**config.mk**
```make
export PLATFORM = sky130hd
export DESIGN_NAME = msk_g16mul_arbiter
export DESIGN_NICKNAME = d
export VERILOG_FILES = /design/src/rtl/msk_g16mul_arbiter.sv
export SDC_FILE = /design/constraint.sdc
export NUM_CORES = 1
export LEC_CHECK = 0
export CORE_MARGIN = 8
export CORE_UTILIZATION = 54
export CTS_BUF_LIST = sky130_fd_sc_hd__clkbuf_4 sky130_fd_sc_hd__clkbuf_8
export CTS_CLUSTER_SIZE = 10
export DETAILED_ROUTE_END_ITERATION = 10
export DONT_BUFFER_PORTS = 1
export PLACE_DENSITY = 0.7
export SLEW_MARGIN = 15
export SYNTH_ARGS = -nofsm -noshare
export SYNTH_HDL_FRONTEND = slang
export SYNTH_SLANG_ARGS = --single-unit
```
**constraint.sdc**
```tcl
create_clock -name clk -period 3.9 [get_ports clk]
set_clock_uncertainty 0.1 [all_clocks]
set_input_delay 0.78 -clock clk [delete_from_list [all_inputs] [get_ports clk]]
set_output_delay 0.78 -clock clk [all_outputs]
set_load 0.01 [all_outputs]
```
**src/rtl/msk_g16mul_arbiter.sv**
```systemverilog
// ============================================================================
// msk_g16mul_arbiter
//   Round-robin sharing of one masked GF(16) HPC3 multiplier between two
//   requesters, with a 2-entry result buffer under valid/ready backpressure.
// Revision: 1.0 - initial release
// ============================================================================
`timescale 1ns/1ps
`default_nettype none

module msk_g16mul_arbiter #(
  parameter int d  = 2,
  parameter int RW = 4*d*(d-1)
) (
  input  logic            clk,
  input  logic            rst_n,

  input  logic            req0_valid,
  output logic            req0_ready,
  input  logic [4*d-1:0]  req0_a,
  input  logic [4*d-1:0]  req0_b,

  input  logic            req1_valid,
  output logic            req1_ready,
  input  logic [4*d-1:0]  req1_a,
  input  logic [4*d-1:0]  req1_b,

  input  logic [RW-1:0]   rnd_in,
  input  logic            rnd_valid,
  output logic            rnd_ready,

  output logic [4*d-1:0]  mul_ina,
  output logic [4*d-1:0]  mul_inb,
  output logic [RW-1:0]   mul_rnd,
  output logic [4*d-1:0]  mul_ina_prev,
  input  logic [4*d-1:0]  mul_out,

  output logic            out_valid,
  input  logic            out_ready,
  output logic [4*d-1:0]  out_data,
  output logic            out_id
);

  localparam int c_SW = 4*d;

  // Arbitration / pipeline state
  logic            r_rr;
  logic            r_inflight;
  logic            r_inflight_id;
  logic [c_SW-1:0] r_ina_prev;

  // Output buffer state
  logic [1:0]      r_occ;
  logic            r_head;
  logic            r_tail;
  logic [c_SW-1:0] r_buf_data [2];
  logic            r_buf_id   [2];

  logic            w_any_req;
  logic            w_pop;
  logic            w_push;
  logic [2:0]      w_pending;
  logic            w_issue;
  logic            w_gnt;
  logic [c_SW-1:0] w_gnt_a;
  logic [c_SW-1:0] w_gnt_b;
  logic [1:0]      w_wr_en;

  assign w_any_req = req0_valid | req1_valid;
  assign out_valid = (r_occ != 2'd0);
  assign w_pop     = out_valid & out_ready;
  assign w_push    = r_inflight;

  // Slots still claimed after this cycle: buffered + in flight - leaving now.
  // A pop can only happen with r_occ >= 1, so this never underflows.
  assign w_pending = {1'b0, r_occ} + {2'b00, r_inflight} - {2'b00, w_pop};

  // Gating with rst_n keeps every combinational output quiet during reset.
  assign w_issue = rst_n & w_any_req & rnd_valid & (w_pending < 3'd2);

  // 1 selects requester 1; rr only matters when both are asking.
  assign w_gnt   = req1_valid & (~req0_valid | r_rr);
  assign w_gnt_a = w_gnt ? req1_a : req0_a;
  assign w_gnt_b = w_gnt ? req1_b : req0_b;

  assign req0_ready = w_issue & ~w_gnt;
  assign req1_ready = w_issue &  w_gnt;
  assign rnd_ready  = w_issue;

  // Idle cycles present all-zero shares so nothing stale reaches the gadget.
  assign mul_ina      = w_issue ? w_gnt_a : '0;
  assign mul_inb      = w_issue ? w_gnt_b : '0;
  assign mul_rnd      = w_issue ? rnd_in  : '0;
  assign mul_ina_prev = r_ina_prev;

  always_ff @(posedge clk or negedge rst_n) begin
    if (!rst_n) begin
      r_rr          <= 1'b0;
      r_inflight    <= 1'b0;
      r_inflight_id <= 1'b0;
      r_ina_prev    <= '0;
    end else begin
      r_inflight <= w_issue;
      r_ina_prev <= mul_ina;
      if (w_issue) begin
        r_inflight_id <= w_gnt;
        r_rr          <= ~w_gnt;
      end
    end
  end

  always_ff @(posedge clk or negedge rst_n) begin
    if (!rst_n) begin
      r_occ  <= 2'd0;
      r_head <= 1'b0;
      r_tail <= 1'b0;
    end else begin
      if (w_push) r_tail <= ~r_tail;
      if (w_pop)  r_head <= ~r_head;
      case ({w_push, w_pop})
        2'b10:   r_occ <= r_occ + 2'd1;
        2'b01:   r_occ <= r_occ - 2'd1;
        default: r_occ <= r_occ;
      endcase
    end
  end

  for (genvar i = 0; i < 2; i++) begin : g_entry
    assign w_wr_en[i] = w_push & (r_tail == 1'(i));

    always_ff @(posedge clk or negedge rst_n) begin
      if (!rst_n) begin
        r_buf_data[i] <= '0;
        r_buf_id[i]   <= 1'b0;
      end else if (w_wr_en[i]) begin
        r_buf_data[i] <= mul_out;
        r_buf_id[i]   <= r_inflight_id;
      end
    end
  end

  assign out_data = r_buf_data[r_head];
  assign out_id   = r_buf_id[r_head];

  // The issue condition reserves a slot for every in-flight result.
  a_no_overflow : assert property (@(posedge clk) disable iff (!rst_n)
                                   !(w_push && (r_occ == 2'd2) && !w_pop));

endmodule

`default_nettype wire
```
==> results.json <==
{
  "antenna_violating_nets_post_route": 0,
  "cts.clk_slew.worst_paths_ns": 0.10,
  "irDropWorstVdd_uv": 188,
  "dp_hpwl_um": 3310,
  "grt_setup_unrepaired": "no",
  "cts_tree": "done",
  "path_max_fanout": 19,
  "worst_setup_path_end_kind": "primary output",
  "critPathBufInv": 1,
  "result_of_the_run": "complete, no violations",
  "worstSkewPairLatency_ns": 0.33,
  "vias_per_cell": 6.10,
  "ys.warnings.count": 0,
  "num_vias": 1214,
  "number_of_drc_violations_after_detailed_routing": 0,
  "die_w_um": 72.7,
  "fin_hold_viols": 0,
  "place.detailed.instances": 191,
  "critPathTopFamily": "simple AND/OR/NAND/NOR gates",
  "ys_types": 28,
  "hold_buffers": 0,
  "dr.pass1.iters": 4,
  "period_share": 0.932,
  "yosys_register_bits": 33,
  "cts.path.max_buffers": 2,
  "start_kind": "flop",
  "fin_crit_ns": 3.63,
  "globalRoute.busiestLayer": "met2",
  "place.gp.congestion": 0.756,
  "critical_path.slowest_cell": "sky130_fd_sc_hd__or3_4",
  "use_met2": 0.248,
  "cts-buffers-inserted": 5,
  "drv_cap": 0,
  "worstPathRequired_ns": 3.02,
  "n_fill_cell": 264,
  "cts_htree_levels": 2,
  "grt_antenna_before_repair": 0,
  "layout_commonest_cell": "sky130_fd_sc_hd__dfrtp_1",
  "syn-mean-instance-area_um2": 11.0,
  "max_slew_margin": 0.460,
  "net_count_after_synthesis": 213,
  "route.final.wire_length_um": 4230,
  "worst_hold_class": "in2async",
  "grt_util_all_layers": 0.160,
  "cp_data_arrival_time_ns": 2.75,
  "power_per_cell_area_nw_per_um2": 615,
  "synth-seq-area-share": 0.476,
  "slowest_delay_ns": 0.50,
  "buffer_ports.inserted": 0,
  "globalRouteOverflowTotal": 0,
  "initial_utilization": 0.568,
  "fp.dieArea_um2": 5280,
  "r2r_startpoint": "r_occ[1]",
  "placeableCoreArea_um2": 3050,
  "fin_setup_tns_ns": 0,
  "yosys_most_used_dff": "sky130_fd_sc_hd__dfrtp_1",
  "use_met3": 0.0838,
  "chipHeight_um": 72.7,
  "power_leakage_nw": 0.748,
  "synth_async_sr_flop_share": 1.00,
  "first_global_vias": 1334,
  "design.portCount": 99,
  "timing.fmax_mhz": 275,
  "total_placed_instance_area_um2": 1730,
  "number_of_core_rows": 20,
  "detail_route.iter0.violations": 32,
  "drive_gt1_frac": 0.271,
  "critical_path_launch_point": "r_occ[1]",
  "groute.layer.met1.usage": 0.180,
  "timing.setup.critical_path_class": "reg2out",
  "post_synth_inst_count": 158,
  "cts-root-buf": "sky130_fd_sc_hd__clkbuf_4",
  "clock-sinks": 33,
  "global_route_wire_length_before_repair_um": 6490,
  "synth_area_um2": 1730,
  "timing_worst_slew_pin_value_ns": 0.809,
  "layout.cells.most_common_list": "sky130_fd_sc_hd__dfrtp_1, sky130_fd_sc_hd__mux2_2, sky130_fd_sc_hd__a21oi_1, sky130_fd_sc_hd__nand3b_1, sky130_fd_sc_hd__o21ai_0",
  "path_cells": "and3b_1, a21oi_1, nand2b_1, fa_1, nand3_1, or3_4, inv_4, and2_1",
  "post_drt_wl_per_cell_um": 21.3,
  "n_antenna_cell": 0,
  "final_cell_count_no_fill": 199,
  "final_nets": 209,
  "finish.instance_area_um2": 1790,
  "final_max_slew_viols": 0,
  "area_growth_syn_to_layout_pct": 3.25,
  "synth_enable_flop_cells": 0,
  "grt_start_max_net_pins": 35,
  "timing.final.setup_violations": 0
}
## cell families after synthesis
family	count (synthesis)	share of synthesized area
xor+xnor	4	0.0202
flops	33	0.476
simple gates	41	0.152
fa+ha+maj	1	0.0115
mux	29	0.190
compound gates	35	0.101
buf+inv	15	0.0483
## stage by stage
stage	power (mW)	hold WS, ns	setup WS (ns)	util
after global placement	0.904	0.377	0.184	0.566
after CTS	1.12	0.0125	0.00293	0.584
after global routing	1.17	0.000919	0.0914	0.586
after floorplan	0.861	0.361	0.380	-
after detailed placement	0.926	0.384	0.123	0.566
final	1.10	0.0291	0.266	0.586
## Yosys cell counts, types with 2 or more instances
library cell               number  share of area
sky130_fd_sc_hd__a21oi_1       19          0.055
sky130_fd_sc_hd__and2_1         8          0.029
sky130_fd_sc_hd__buf_2          2         0.0058
sky130_fd_sc_hd__clkbuf_1       6          0.013
sky130_fd_sc_hd__dfrtp_1       33           0.48
sky130_fd_sc_hd__inv_1          2         0.0043
sky130_fd_sc_hd__mux2_2        28           0.18
sky130_fd_sc_hd__nand2_1        2         0.0043
sky130_fd_sc_hd__nand2b_1       3          0.011
sky130_fd_sc_hd__nand3b_1      16          0.069
sky130_fd_sc_hd__nor2_1         4         0.0087
sky130_fd_sc_hd__nor2b_1        2         0.0072
sky130_fd_sc_hd__o21ai_0       16          0.046
sky130_fd_sc_hd__xnor2_1        2          0.010
sky130_fd_sc_hd__xor2_1         2          0.010
## sequential cells by signal, indices dropped and copies added, names as in the netlist
signal / count
r_buf_data: 16
r_head: 1
r_occ: 2
r_buf_id: 2
r_tail: 1
mul_ina_prev: 8
r_rr: 1
r_inflight_id: 1
r_inflight: 1
## timing repair
item,4_1_cts,5_1_grt
resized for setup,0,3
endpoints found under the setup margin,0,26
buffers inserted,0,0
## report_power, final
part           total [mW]  switching, mW  leakage, nW  internal [mW]
clock               0.187          0.111       0.0354         0.0755
combinational       0.366          0.168        0.303          0.198
sequential          0.549         0.0859        0.409          0.463
total                1.10          0.365        0.748          0.736
## path summary, 6_finish.rpt
kind	end	slack (ns)	cells past startpoint
max	mul_rnd[0]	0.27	8
min	r_buf_data[8]	0.03	0
max reg2reg	r_inflight_id	1.13	8
min reg2reg	r_tail	0.40	1
max in group asynchronous	mul_ina_prev[1]	3.57	0
min in group clk	r_tail	0.40	1
## worst register-to-register path, delay by kind of cell (launching register included)
kind                     cells  cell delay (ns)
flip-flops                   1             0.49
AND/OR/NAND/NOR              4             1.00
multiplexers                 1             0.35
adder cells (fa/ha/maj)      1             0.48
AO/OA/AOI/OAI                1             0.09
buffers and inverters        1             0.16
## layer usage
layer,vias up,wire length (um),part of all wire
met1,577,1630,0.39
met2,86,1960,0.46
met4,0,73,0.017
met5,-,0,0
li1,543,-,-
met3,8,567,0.13
## cell type report
| type | instances | area, um^2 | share of cell area |
|---|---|---|---|
| Inverter | 3 | 13.8 | 0.00769 |
| Multi-Input combinational cell | 110 | 833 | 0.465 |
| Timing Repair Buffer | 1 | 7.51 | 0.00419 |
| Clock buffer | 6 | 45.0 | 0.0252 |
| Clock inverter | 2 | 10.0 | 0.00559 |
| Sequential cell | 33 | 826 | 0.461 |
| Tap cell | 44 | 55.1 | 0.0307 |
Note: power is estimated with default switching activity, not from simulation.
